===== src/rtl/pwm_pkg.sv =====
// Shared types and helpers for the PWM stage.
package pwm_pkg;

    // Operating state of the PWM stage.
    typedef enum logic [1:0] {
        IDLE = 2'd0,
        RUN  = 2'd1,
        STOP = 2'd2
    } pwm_state_t;

    // Widest duty value the clamp helper handles.
    localparam int MAX_CW = 64;

    // Limit a requested high-time to the period length; anything at or
    // above K means "high for the whole period".
    function automatic logic [MAX_CW-1:0] clamp_duty(input logic [MAX_CW-1:0] duty,
                                                      input logic [MAX_CW-1:0] k);
        return (duty >= k) ? k : duty;
    endfunction

endpackage


===== src/rtl/pwm_stage_duty_shadow.sv =====
// Duty-cycle shadow register: accepts new duty values over valid/ready and
// moves them into the active register only at a period boundary.
module duty_shadow
    import pwm_pkg::*;
#(
    parameter int K  = 16,
    parameter int CW = 32
) (
    input  logic          clk,
    input  logic          reset,
    input  logic          boundary,
    input  logic [CW-1:0] duty_in,
    input  logic          duty_valid,
    output logic          duty_ready,
    output logic [CW-1:0] active_duty
);

    logic [CW-1:0] shadow;
    logic          pending;
    logic [CW-1:0] clamped;

    assign clamped    = CW'(clamp_duty(MAX_CW'(duty_in), MAX_CW'(K)));
    assign duty_ready = ~pending;

    // Accept into the shadow when free; hand the shadow over at a boundary.
    // Accept and transfer are mutually exclusive (free vs. pending), so a
    // value accepted on a boundary edge waits for the following boundary.
    always_ff @(posedge clk) begin
        if (reset) begin
            shadow      <= '0;
            pending     <= 1'b0;
            active_duty <= '0;
        end else begin
            if (boundary && pending) begin
                active_duty <= shadow;
                pending     <= 1'b0;
            end
            if (duty_valid && !pending) begin
                shadow  <= clamped;
                pending <= 1'b1;
            end
        end
    end

endmodule


===== src/rtl/pwm_stage.sv =====
// PWM generator driven by an external modulo-K period counter. Holds the
// run/drain FSM, the duty comparator and the period-done strobe.
//
// state | meaning
// IDLE  | output held low, waiting for en at a boundary
// RUN   | producing PWM, en asserted
// STOP  | en dropped mid-period, finishing the current period
module pwm_stage
    import pwm_pkg::*;
#(
    parameter int K  = 16,
    parameter int CW = 32
) (
    input  logic          clk,
    input  logic          reset,
    input  logic [CW-1:0] count,
    input  logic          en,
    input  logic [CW-1:0] duty_in,
    input  logic          duty_valid,
    output logic          duty_ready,
    output logic          pwm,
    output logic          period_done,
    output logic          busy
);

    pwm_state_t    state;
    pwm_state_t    state_next;
    logic          boundary;
    logic [CW-1:0] active_duty;

    // Out-of-range counts never match, so they are never a boundary.
    assign boundary = (count == CW'(K - 1));
    assign busy     = (state != IDLE);

    duty_shadow #(
        .K  (K),
        .CW (CW)
    ) u_duty_shadow (
        .clk         (clk),
        .reset       (reset),
        .boundary    (boundary),
        .duty_in     (duty_in),
        .duty_valid  (duty_valid),
        .duty_ready  (duty_ready),
        .active_duty (active_duty)
    );

    // Next-state decode for start, drain and cancel-drain.
    always_comb begin
        state_next = state;
        unique case (state)
            IDLE: if (boundary && en) state_next = RUN;
            RUN: begin
                if (!en) state_next = boundary ? IDLE : STOP;
            end
            STOP: begin
                if (en)            state_next = RUN;
                else if (boundary) state_next = IDLE;
            end
            default: state_next = IDLE;
        endcase
    end

    // State register, registered PWM compare and end-of-period strobe.
    always_ff @(posedge clk) begin
        if (reset) begin
            state       <= IDLE;
            pwm         <= 1'b0;
            period_done <= 1'b0;
        end else begin
            state       <= state_next;
            pwm         <= (state != IDLE) && (count < active_duty);
            period_done <= boundary && (state != IDLE);
        end
    end

endmodule


===== config.mk =====
export PLATFORM = sky130hd
export DESIGN_NAME = pwm_stage
export DESIGN_NICKNAME = d
export VERILOG_FILES = /design/src/rtl/pwm_pkg.sv /design/src/rtl/pwm_stage_duty_shadow.sv /design/src/rtl/pwm_stage.sv
export SDC_FILE = /design/constraint.sdc
export NUM_CORES = 1
export LEC_CHECK = 0
export CAP_MARGIN = 20
export CORE_UTILIZATION = 50
export CTS_CLUSTER_DIAMETER = 200
export DETAILED_ROUTE_END_ITERATION = 10
export PLACE_DENSITY = 0.77
export SLEW_MARGIN = 10
export SYNTH_ARGS = -nofsm -noshare
export SYNTH_HDL_FRONTEND = slang
export SYNTH_SLANG_ARGS = --single-unit

===== constraint.sdc =====
create_clock -name clk -period 2.05 [get_ports clk]
set_clock_uncertainty 0.15 [all_clocks]
set_input_delay 0.205 -clock clk [delete_from_list [all_inputs] [get_ports clk]]
set_output_delay 0.205 -clock clk [all_outputs]
set_load 0.01 [all_outputs]

# [Word-level counts from Yosys, hierarchy flattened]
# Cells that the tools add are included.
# Widths: inputs -> output; s select.
[totals] output_inout_bits=4 ff_bits=69 word_cells=34 inputBits=68
[classes] eq_ne=6 magnitude_cmp=2 bitwise=1 n_reduce_logical=10 muxes=9
[op_table] operator="$eq 32x4->1 const B" count=1
[op_table] operator="$ge 32x5->1 const B" count=1
[op_table] operator="$lt 32x32->1" count=1
[op_table] operator="$mux 32" count=1
[op_table] operator="$mux 2" count=5
[op_table] operator="$pmux 2 s3" count=1
[op_table] operator="$logic_and 1x1->1" count=5
[op_table] operator="$ne 2x2->1 const B" count=2
[op_table] operator="$reduce_bool 2->1" count=2
[op_table] operator="$ne 3x3->1 const B" count=1
[op_table] operator="$reduce_and 3->1" count=1
[op_table] operator="$eq 2x1->1 const B" count=1
[op_table] operator="$eq 2x2->1 const B" count=1
[op_table] operator="$logic_not 2->1" count=1
[op_table] operator="$mux 1" count=2
[op_table] operator="$logic_not 1->1" count=1
[op_table] operator="$not 1->1" count=1

# [Depth between registers and ports, before layout]
[depth] word_depth=4 depth_mapped=7 mapped_depth_nobuf=7

# [Hierarchy]
# From an unflattened synthesis, not the netlist that was laid out.
[unflattened] hier_cells=369 hier_area_um2=3210.6
[by_module_without_submodules] module="duty_shadow" seq_area_each_um2=1301.2 cells_each=236 n_inst=1 area_each_um2=2208.4
[by_module_without_submodules] module="pwm_stage" seq_area_each_um2=80.1 cells_each=133 n_inst=1 area_each_um2=1002.2

# [Worst setup path before layout]
# OpenSTA, ideal clock, no wires.
[synth_path] path_type="input to register" start="input count[5]" end="register u_duty_shadow.active_duty[3]" t_required_ns=1.772 setup_slack_ns=0.297 path_buffers=1 arrival_ns=1.475 setup_time_ns=0.128 cell_stages=6 path_cell_list="nor4b_2 > nand4_2 > nor3_4 > buf_8 > mux2i_1 > nor2_1"
[synth_between] elab_chain_len=2
[synth_lines] item="from (decl)" line_no="pwm_stage.sv:16" rtl="input logic [CW-1:0] count,"
[synth_lines] item="$eq 32x4->1" line_no="pwm_stage.sv:32" rtl="assign boundary = (count == CW'(K - 1));"
[synth_lines] item="$logic_and 1x1->1" line_no="pwm_stage_duty_shadow.sv:34" rtl="if (boundary && pending) begin"
[synth_lines] item="to (signal assigned)" line_no="pwm_stage_duty_shadow.sv:35" rtl="active_duty <= shadow;"
[synth_lines] item="to (decl)" line_no="pwm_stage_duty_shadow.sv:15" rtl="output logic [CW-1:0] active_duty"
# No other way between the ends.
# A chain may end at the register's enable or synchronous reset.

# [Worst setup path in the final report]
[layout_path] start="input count[17]" end="register u_duty_shadow.active_duty[24]"
# The elaborated chain is that of the path after synthesis.

==> impl_metrics.yaml <==
run_status:
  status: "finished with violations"
  failed_checks: "setup timing"
detailed_routing:
  drt_iter0_drc: 74
  drtAntennaViolNets: 0
  drt_drc_violations_left: 0
  wl_per_cell_um: 14.24
  vias_per_cell: 5.068
  firstDrtPassIters: 4
  wirelength_um: 7305
  vias: 2600
place:
  finalWeightedCongestion: 0.7865
  pre_cts_ws_ps: -428.5
  dp_hpwl_um: 5246
  io_buffers: 71
clocking:
  cts_tree: "yes"
  cts.sinks: 69
  cts.htree.levels: 3
  clkLatencyLatePin_ps: 340
  cts_hold_buffers: 0
  clockBufferDepth: 2
  clk_pin_slew_ps: 70
  root_buffer: "clkbuf_8"
  numCtsBuffers: 9
worst_setup_path:
  r2r-start: "u_duty_shadow.active_duty[14]"
  cp-endpoint: "u_duty_shadow.active_duty[24]"
  required_ps: 2120
  startpoint_type: "primary input"
  rrSetupSlack_ps: 130
  startpoint: "count[17]"
  end_kind: "flip-flop"
  worstPathMaxFanout: 9
  arrival_ps: 2150
  regToRegEndpoint: "pwm"
  r2r_cells: 7
  path_class: "in2reg"
timing:
  setup_viol: 1
  hold_viol_final: 0
  min_period_over_period_pct: 101.5
  tightest_slew_ps: 380.1
  timing.final.max_slew_violations: 0
  finalCriticalPeriod_ps: 2080
  setup_ws_ps: -30.21
  timing.hold.ws_ps: 289.1
  max_clock_freq_ghz: 0.4807
  relSlewSlack_pct: 74.00
synth:
  netlist_area_mm2: 0.003176
  syn-num-nets: 423
  synth_seq_area_share_pct: 43.50
  synth_area_per_cell_um2: 9.801
  synth_cell_types: 35
  synth_cells: 324
  ys_seq_elements: 69
  ys_warn_count: 0
die:
  floorplan.initialDensity_pct: 52.70
  num_rows: 28
  die_w_um: 81.70
  core_mm2: 0.006026
  io_pins: 72
  die-area_mm2: 0.006674
  die_h_um: 81.70
grt:
  grt-ovfl-total: 0
  grt_max_degree: 36
  grt_pass1_vias: 2507
  grt_util_all_layers_pct: 22.56
  grt_pass1_wl_um: 11300
  grt_antenna_before_repair: 0
layout:
  mostFrequentLayoutCells: "69 x dfxtp_1, 68 x clkdlybuf4s50_1, 43 x nor2_1"
  antennaDiodeCount: 0
  final_util_pct: 74.23
  drive_gt1_share_pct: 14.16
  nets: 533
  layout_commonest_cell: "dfxtp_1"
  syn_to_final_growth_pct: 40.86
power_and_ir_drop:
  leakagePower_nw: 1.691
  ir_drop_mv: 0.5120
  power.total_mw: 2.708
  power_density_mw_per_mm2: 605.4
worst_hold_path:
  min_path_cells: 2
  hold_class: "in2reg"
job:
  max_cap_violations: 0
-- through the flow --
| stage | cells | area (um^2) | setup TNS (ps) |
|---|---|---|---|
| global placement | 494 | 4177 | -11260 |
| detailed placement | 494 | 4177 | -12310 |
| global route | 513 | 4473 | -1249 |
| CTS | 509 | 4364 | 0 |
| floorplan | 324 | 3176 | 0 |
| finish | 513 | 4473 | -30.21 |
-- synth_stat cells --
cell        n  area share [%]
o2111ai_1   1            0.28
a21oi_1     9             1.4
nand2b_1    2            0.39
xnor2_1     1            0.28
dfxtp_1    69              43
and4b_1     1            0.32
clkbuf_1    7            0.83
o21ai_0     2            0.32
o21a_1      2            0.47
inv_1      32             3.8
nor3b_1     1            0.24
ha_1       31              12
nor4_4      2             1.3
a21o_1      1            0.24
nor2_1     43             5.1
nor4b_2     1            0.47
o21ai_1     2            0.32
nor3_1      6            0.95
a2111oi_0   1            0.28
nor4_1     13             2.6
and2_1     27             5.3
a22oi_1     4            0.95
buf_8       3             1.4
nor3_4      1            0.51
bufinv_16   1            0.95
a211oi_1    2            0.47
and4_1      2            0.55
nand4_1     6             1.2
a221oi_1    2            0.55
nor2b_1     2            0.39
nand4_2     1            0.39
o211ai_1    2            0.47
mux2i_1    32              10
nand3_1     2            0.32
nand2_1    10             1.2
-- area by class of cell --
type | instances | area [um^2]
multi-input combinational | 212 | 1610
fill | 442 | 1553
sequential | 69 | 1381
timing repair buffer | 109 | 1056
inverter | 33 | 150.1
clock buffer | 11 | 131.4
tap | 75 | 93.84
clock inverter | 4 | 50.05
-- worst max-delay path: stages --
cell	delay, ps
clkdlybuf4s50_1	440
nor4_2	370
nand4_1	240
nor3_4	280
buf_6	150
buf_8	150
mux2i_1	250
nor2_1	60
-- flip-flops by register name, summed over array words and instances, names as in the netlist --
register	cells
period_done	1
pwm	1
state	2
u_duty_shadow.active_duty	32
u_duty_shadow.pending	1
u_duty_shadow.shadow	32
-- worst min path at each step --
stage | startpoint | end | slack [ps]
6_report | en | state[1] | 290
5_1_grt | en | state[1] | 280
3_5_place_dp | u_duty_shadow.shadow[14] | u_duty_shadow.shadow[14] | 290
2_1_floorplan | en | state[1] | 130
4_1_cts | en | state[1] | 270
3_3_place_gp | u_duty_shadow.shadow[8] | u_duty_shadow.shadow[8] | 290
-- metal layers --
metal  vias up  share of wire [%]  track usage, %
met3         5                3.5           6.333
met2        42                 50           39.08
met5         -                  0               0
li1       1340                  -               -
met1      1213                 46           28.23
met4         0               0.40           3.684
-- cell families after synthesis --
logic type | after synthesis | synth area share (%)
compound gates | 28 | 5.752
xor+xnor | 1 | 0.2759
fa+ha+maj | 31 | 12.21
buf+inv | 43 | 6.974
flops | 69 | 43.50
mux | 32 | 10.09
simple gates | 120 | 21.20
-- report_power, final --
group	switching (mW)	total, mW	leakage [nW]	internal (mW)
Combinational	0.120	0.320	1.05	0.200
Clock	0.489	1.04	0.0854	0.554
Sequential	0.00254	1.35	0.556	1.34
Total	0.612	2.71	1.69	2.10
-- what timing repair did --
| action | in CTS | in global routing |
|---|---|---|
| resized for setup | 1 | 14 |
| buffers inserted | 0 | 3 |
| endpoints found under the setup margin | 20 | 31 |
| gates cloned | 0 | 1 |
| pin swaps | 0 | 4 |
(Power assumes the default switching activity.)
